[config.mk]
export PLATFORM = sky130hd
export DESIGN_NAME = maxpool2_stream
export DESIGN_NICKNAME = d
export VERILOG_FILES = /design/src/rtl/conv_pkg.sv /design/src/rtl/pool_line_buffer.sv /design/src/rtl/maxpool2_stream.sv
export SDC_FILE = /design/constraint.sdc
export NUM_CORES = 2
export LEC_CHECK = 0
export BUFFER_PORTS_ARGS = -buffer_cell sky130_fd_sc_hd__buf_4
export CAP_MARGIN = 20
export CORE_MARGIN = 4
export CORE_UTILIZATION = 40
export DETAILED_ROUTE_END_ITERATION = 16
export PLACE_DENSITY_LB_ADDON = 0.12
export SKIP_LAST_GASP = 1
export SYNTH_ARGS = -nofsm -noshare
export SYNTH_HDL_FRONTEND = slang
export SYNTH_SLANG_ARGS = --single-unit
[constraint.sdc]
create_clock -name clock -period 11.39 [get_ports clock]
set_input_delay 0.5695 -clock clock [delete_from_list [all_inputs] [get_ports clock]]
set_output_delay 0.5695 -clock clock [all_outputs]
set_load 0.1 [all_outputs]
[src/rtl/conv_pkg.sv]
// Shared types and helpers for the convolution / pooling datapath.
package conv_pkg;

    localparam int WIDTH_BIT = 16;
    localparam int POOL      = 2;

    typedef logic signed [WIDTH_BIT-1:0] pixel_t;

    function automatic pixel_t smax(input pixel_t a, input pixel_t b);
        return (a > b) ? a : b;
    endfunction

endpackage

[src/rtl/pool_line_buffer.sv]
// Half-width line of partial maxima: one write port, one async read port.
module pool_line_buffer #(
    parameter  int DEPTH     = 159,
    parameter  int WIDTH_BIT = 16,
    localparam int AW        = (DEPTH > 1) ? $clog2(DEPTH) : 1
) (
    input  logic                 clock,
    input  logic                 we,
    input  logic [AW-1:0]        waddr,
    input  logic [WIDTH_BIT-1:0] wdata,
    input  logic [AW-1:0]        raddr,
    output logic [WIDTH_BIT-1:0] rdata
);

    logic [WIDTH_BIT-1:0] mem [DEPTH];

    always_ff @(posedge clock) begin
        if (we) mem[waddr] <= wdata;
    end

    assign rdata = mem[raddr];

endmodule

[src/rtl/maxpool2_stream.sv]
// Streaming 2x2 stride-2 max-pool; raster in, raster out, one line buffer.
module maxpool2_stream
    import conv_pkg::*;
#(
    parameter int SIZE      = 318,
    parameter int WIDTH_BIT = 16
) (
    input  logic                        clock,
    input  logic                        reset,
    input  logic                        in_valid,
    output logic                        in_ready,
    input  logic signed [WIDTH_BIT-1:0] in_data,
    output logic                        out_valid,
    input  logic                        out_ready,
    output logic signed [WIDTH_BIT-1:0] out_data,
    output logic                        out_last,
    output logic                        done
);

    localparam int OSIZE = SIZE / POOL;
    localparam int CW    = (SIZE > 1) ? $clog2(SIZE) : 1;
    localparam int AW    = (OSIZE > 1) ? $clog2(OSIZE) : 1;

    typedef logic signed [WIDTH_BIT-1:0] pix_t;

    function automatic pix_t pmax(input pix_t a, input pix_t b);
        return (a > b) ? a : b;
    endfunction

    logic [CW-1:0] row;
    logic [CW-1:0] col;
    pix_t          hold;
    pix_t          lb_rdata;
    pix_t          pair_max;
    pix_t          quad_max;
    logic [AW-1:0] lb_addr;
    logic          in_beat;
    logic          out_beat;
    logic          in_pool;
    logic          lb_we;
    logic          load;
    logic          row_end;
    logic          col_end;
    logic          at_last;

    assign in_ready = !out_valid || out_ready;
    assign in_beat  = in_valid && in_ready;
    assign out_beat = out_valid && out_ready;

    assign col_end = (col == CW'(SIZE - 1));
    assign row_end = (row == CW'(SIZE - 1));
    // Trailing row/col of an odd-sized map fall outside every window
    assign in_pool = (int'(row) < 2 * OSIZE) && (int'(col) < 2 * OSIZE);
    assign at_last = (row == CW'(2 * OSIZE - 1)) && (col == CW'(2 * OSIZE - 1));

    assign lb_addr  = AW'(col >> 1);
    assign pair_max = pmax(hold, in_data);
    assign quad_max = pmax(lb_rdata, pair_max);
    assign lb_we    = in_beat && in_pool && col[0] && !row[0];
    assign load     = in_beat && in_pool && col[0] && row[0];

    pool_line_buffer #(
        .DEPTH     (OSIZE),
        .WIDTH_BIT (WIDTH_BIT)
    ) u_line (
        .clock (clock),
        .we    (lb_we),
        .waddr (lb_addr),
        .wdata (pair_max),
        .raddr (lb_addr),
        .rdata (lb_rdata)
    );

    always_ff @(posedge clock or posedge reset) begin
        if (reset) begin
            row  <= '0;
            col  <= '0;
            hold <= '0;
        end else if (in_beat) begin
            if (!col[0]) hold <= in_data;
            if (col_end) begin
                col <= '0;
                row <= row_end ? '0 : row + CW'(1);
            end else begin
                col <= col + CW'(1);
            end
        end
    end

    // Loads only happen when in_ready, so a pending result is never overwritten
    always_ff @(posedge clock or posedge reset) begin
        if (reset) begin
            out_valid <= 1'b0;
            out_data  <= '0;
            out_last  <= 1'b0;
            done      <= 1'b0;
        end else begin
            done <= out_beat && out_last;
            if (load) begin
                out_valid <= 1'b1;
                out_data  <= quad_max;
                out_last  <= at_last;
            end else if (out_beat) begin
                out_valid <= 1'b0;
                out_last  <= 1'b0;
            end
        end
    end

endmodule

==> flow_metrics.py <==
metrics = {
    "clock_tree": {
        "cts-root-buf": "clkbuf_16",
        "cts_tree": "yes",
        "clk_pin_slew_ns": 0.06,
        "htree_levels": 5,
        "cts_setup_buffers": 0,
        "cts.path.max_buffers": 4,
        "cts_made_buffers": 297,
        "clock-sinks": 2597,
        "clkLatencyLatePin_ns": 0.96,
    },
    "timing": {
        "relSlewSlack_pct": 20.71,
        "worst_pin_slew_ns": 1.189,
        "rsz0062_at_grt": "false",
        "fin_crit_ns": 7.307,
        "fin_crit_sh_pct": 64.15,
        "fmax_ghz": 0.1369,
        "fin_tns_setup_ns": 0,
        "hold_viol_final": 0,
        "fin_worst_skew_ns": 0.05840,
        "slew_violations": 0,
        "final-setup-viol-count": 0,
    },
    "run_status": {
        "status": "complete, no violations",
    },
    "global_routing": {
        "antenna_found_initial": 21,
        "grt-ovfl-total": 0,
        "grt_pass1_wl_um": 428100,
        "track_usage_pct": 23.32,
        "grt_start_max_net_pins": 119,
        "grt_pass1_vias": 51630,
    },
    "logic_synthesis": {
        "synth_area_um2": 101200,
        "ys.flop_type": "edfxtp_1",
        "syn_nets": 4862,
        "ys_async_sr_fraction_pct": 2.041,
        "synth_seq_cells": 2597,
        "ys_types": 65,
        "yosys_warnings": 0,
        "syn_area_per_cell_um2": 21.07,
        "netlist_instances": 4806,
        "synth-edff-count": 2544,
        "yosysSeqAreaShare_pct": 76.76,
    },
    "worst_hold_path": {
        "holdCritPathClass": "in -> reg",
        "whs_path_depth": 4,
    },
    "power": {
        "power_density_nw_per_um2": 256.9,
        "p_leak_uw": 0.03677,
        "max-vdd-ir-drop_uv": 228.7,
    },
    "routing": {
        "drt_first_iter_violations": 6525,
        "firstDrtPassIters": 6,
        "routedWlPerCell_um": 35.26,
        "antenna_left": 0,
        "drt-total-wl_um": 307300,
        "vias_per_cell": 5.924,
        "num_vias": 51640,
        "drc": 0,
    },
    "flow_run": {
        "cap_violations": 0,
    },
    "placed_design": {
        "hpwl_um": 183900,
        "io_buffers": 39,
        "place_congestion": 0.8914,
    },
    "worst_setup_path": {
        "worst-setup-path-type": "reg -> reg",
        "critPathTopFamily": "compound AO/OA/AOI/OAI gates",
        "worst_setup_path_end_kind": "flip-flop",
        "cp_max_fo": 41,
        "critPathLaunchType": "flip-flop",
        "path_cells": "buf_4, mux4_2, mux2i_1, nor3_1, a31oi_1, o221ai_1, nor3_1, nand4_1, ha_1, a21o_1, a21o_1, a221o_1, o21a_1, o21ai_2, nor2b_1, a221oi_1",
        "rrSetupSlack_ns": 4.08,
        "cp_data_required_time_ns": 12.14,
        "cpPeakStageDelay_ns": 0.93,
        "arrival_ns": 8.06,
        "cp_slowest_cell": "dfrtp_4",
        "timing.critical_path.depth": 16,
        "ff2ff_path_depth": 16,
        "critical_path_buf_inv_count": 1,
    },
    "final_layout": {
        "multiInputGateArea_um2": 22530,
        "nets": 5224,
        "fin_util_pct": 46.30,
        "mostFrequentLayoutCells": "edfxtp_1, mux4_2, clkbuf_16",
        "drive_above_1_share_pct": 28.07,
        "areaGrowthSynthToFinish_pct": 15.07,
        "area.sequential_um2": 77740,
        "fillCellCount": 21040,
        "final_common_cell": "edfxtp_1",
    },
    "floorplanning": {
        "rows": 184,
        "die_h_um": 511.1,
        "initial_core_util_pct": 40.24,
        "die_w_um": 511.1,
        "fp.coreArea_um2": 251600,
        "die_area_um2": 261200,
        "num_io_pins": 40,
    },
}
logic make-up after synthesis:
kind of cell    share of synthesized area (%)
fa+ha+maj                              0.4449
mux                                     15.65
flops                                   76.76
xor+xnor                              0.01730
compound gates                          2.777
buf+inv                                 1.542
simple gates                            2.811
stage by stage:
step                      cells  instance area [µm²]  worst slack [ns]  hold WS, ns  total power [µW]
after CTS                  8707               116400             3.971       0.2322             30150
after floorplan            4806               101200            0.5125       0.4460             17370
after global routing       8714               116500             3.539       0.2854             30970
after global placement     8178               106900             3.857       0.4742             21040
after detailed placement   8193               107200             3.988       0.4767             21080
final                      8717               116500             4.083       0.3414             29930
routing by layer:
layer  wire, µm  GRT usage, %  vias up  share of wire (%)
li1           -             -    20790                  -
met4       9708         6.980        8                3.2
met5         68             0        -              0.022
met2     140400         35.46     2237                 46
met1     133500         34.37    28150                 43
met3      23710         4.424      461                7.7
path summary, 6_finish.rpt:
| check | start | endpoint |
|---|---|---|
| setup / recovery | col[1] | out_data[3] |
| hold / removal | in_valid | col[0] |
| setup reg to reg | col[1] | out_data[3] |
| hold reg to reg | out_data[1] | out_data[1] |
| max in group asynchronous | reset | col[1] |
| min in group asynchronous | reset | hold[2] |
power breakdown:
group	total [µW]	switching, µW	internal [µW]
logic	9120	6120	3000
clock network	9060	3720	5340
registers	11800	209	11500
total	29900	10100	19900
registers in the layout, summed over array words and instances, names as in the netlist:
signal and cells:
col 9, done 1, hold 16, out_data 16, out_last 1, out_valid 1
row 9, u_line.mem 2544
synthesized netlist by cell type (14+ instances only):
library cell / number / area, µm²
dfrtp_1: 53 / 1326
inv_1: 40 / 150.1
clkbuf_1: 87 / 326.6
nand3_1: 77 / 385.4
a32oi_1: 25 / 219.0
buf_4: 51 / 382.9
a221oi_1: 17 / 148.9
nand4_1: 24 / 150.1
and2_1: 19 / 118.9
mux2i_1: 191 / 1912
nor3_1: 16 / 80.08
o31ai_1: 14 / 105.1
ha_1: 36 / 450.4
o21ai_0: 73 / 365.4
nand2_1: 224 / 840.8
mux4_2: 601 / 13540
a22o_1: 17 / 148.9
o22ai_1: 20 / 125.1
nor2_1: 204 / 765.7
a21oi_1: 43 / 215.2
a22oi_1: 93 / 698.2
nor2b_1: 25 / 156.4
mux2_2: 35 / 394.1
buf_2: 111 / 555.5
edfxtp_1: 2544 / 76390
o211ai_1: 14 / 105.1
a31oi_1: 15 / 93.84
layout make-up:
class                   instances  area share, %
diodes                          4       0.008591
clock buffers                 364          6.705
clock inverters               132          1.050
inverters                      40         0.1697
multi-input cells            1902          19.34
flip-flops and latches       2597          66.72
well taps                    3348          3.596
repair buffers                330          2.411
worst reg2reg max path, cell delays in order, from the launching register on:
cell      delay, ns
dfrtp_4        0.93
buf_4          0.87
mux4_2         0.64
mux2i_1        0.13
nor3_1         0.06
a31oi_1        0.58
o221ai_1       0.43
nor3_1         0.66
nand4_1        0.25
ha_1           0.35
a21o_1         0.16
a21o_1         0.17
a221o_1        0.36
o21a_1         0.20
o21ai_2        0.71
nor2b_1        0.52
a221oi_1       0.14
what timing repair did:
action                                  4_1_cts  5_1_grt
endpoints found under the setup margin        0        0
endpoints found under the hold margin        72        0
hold buffers                                 18        0
gates resized for setup                       0        0
Note: power is estimated with default switching activity, not from simulation.
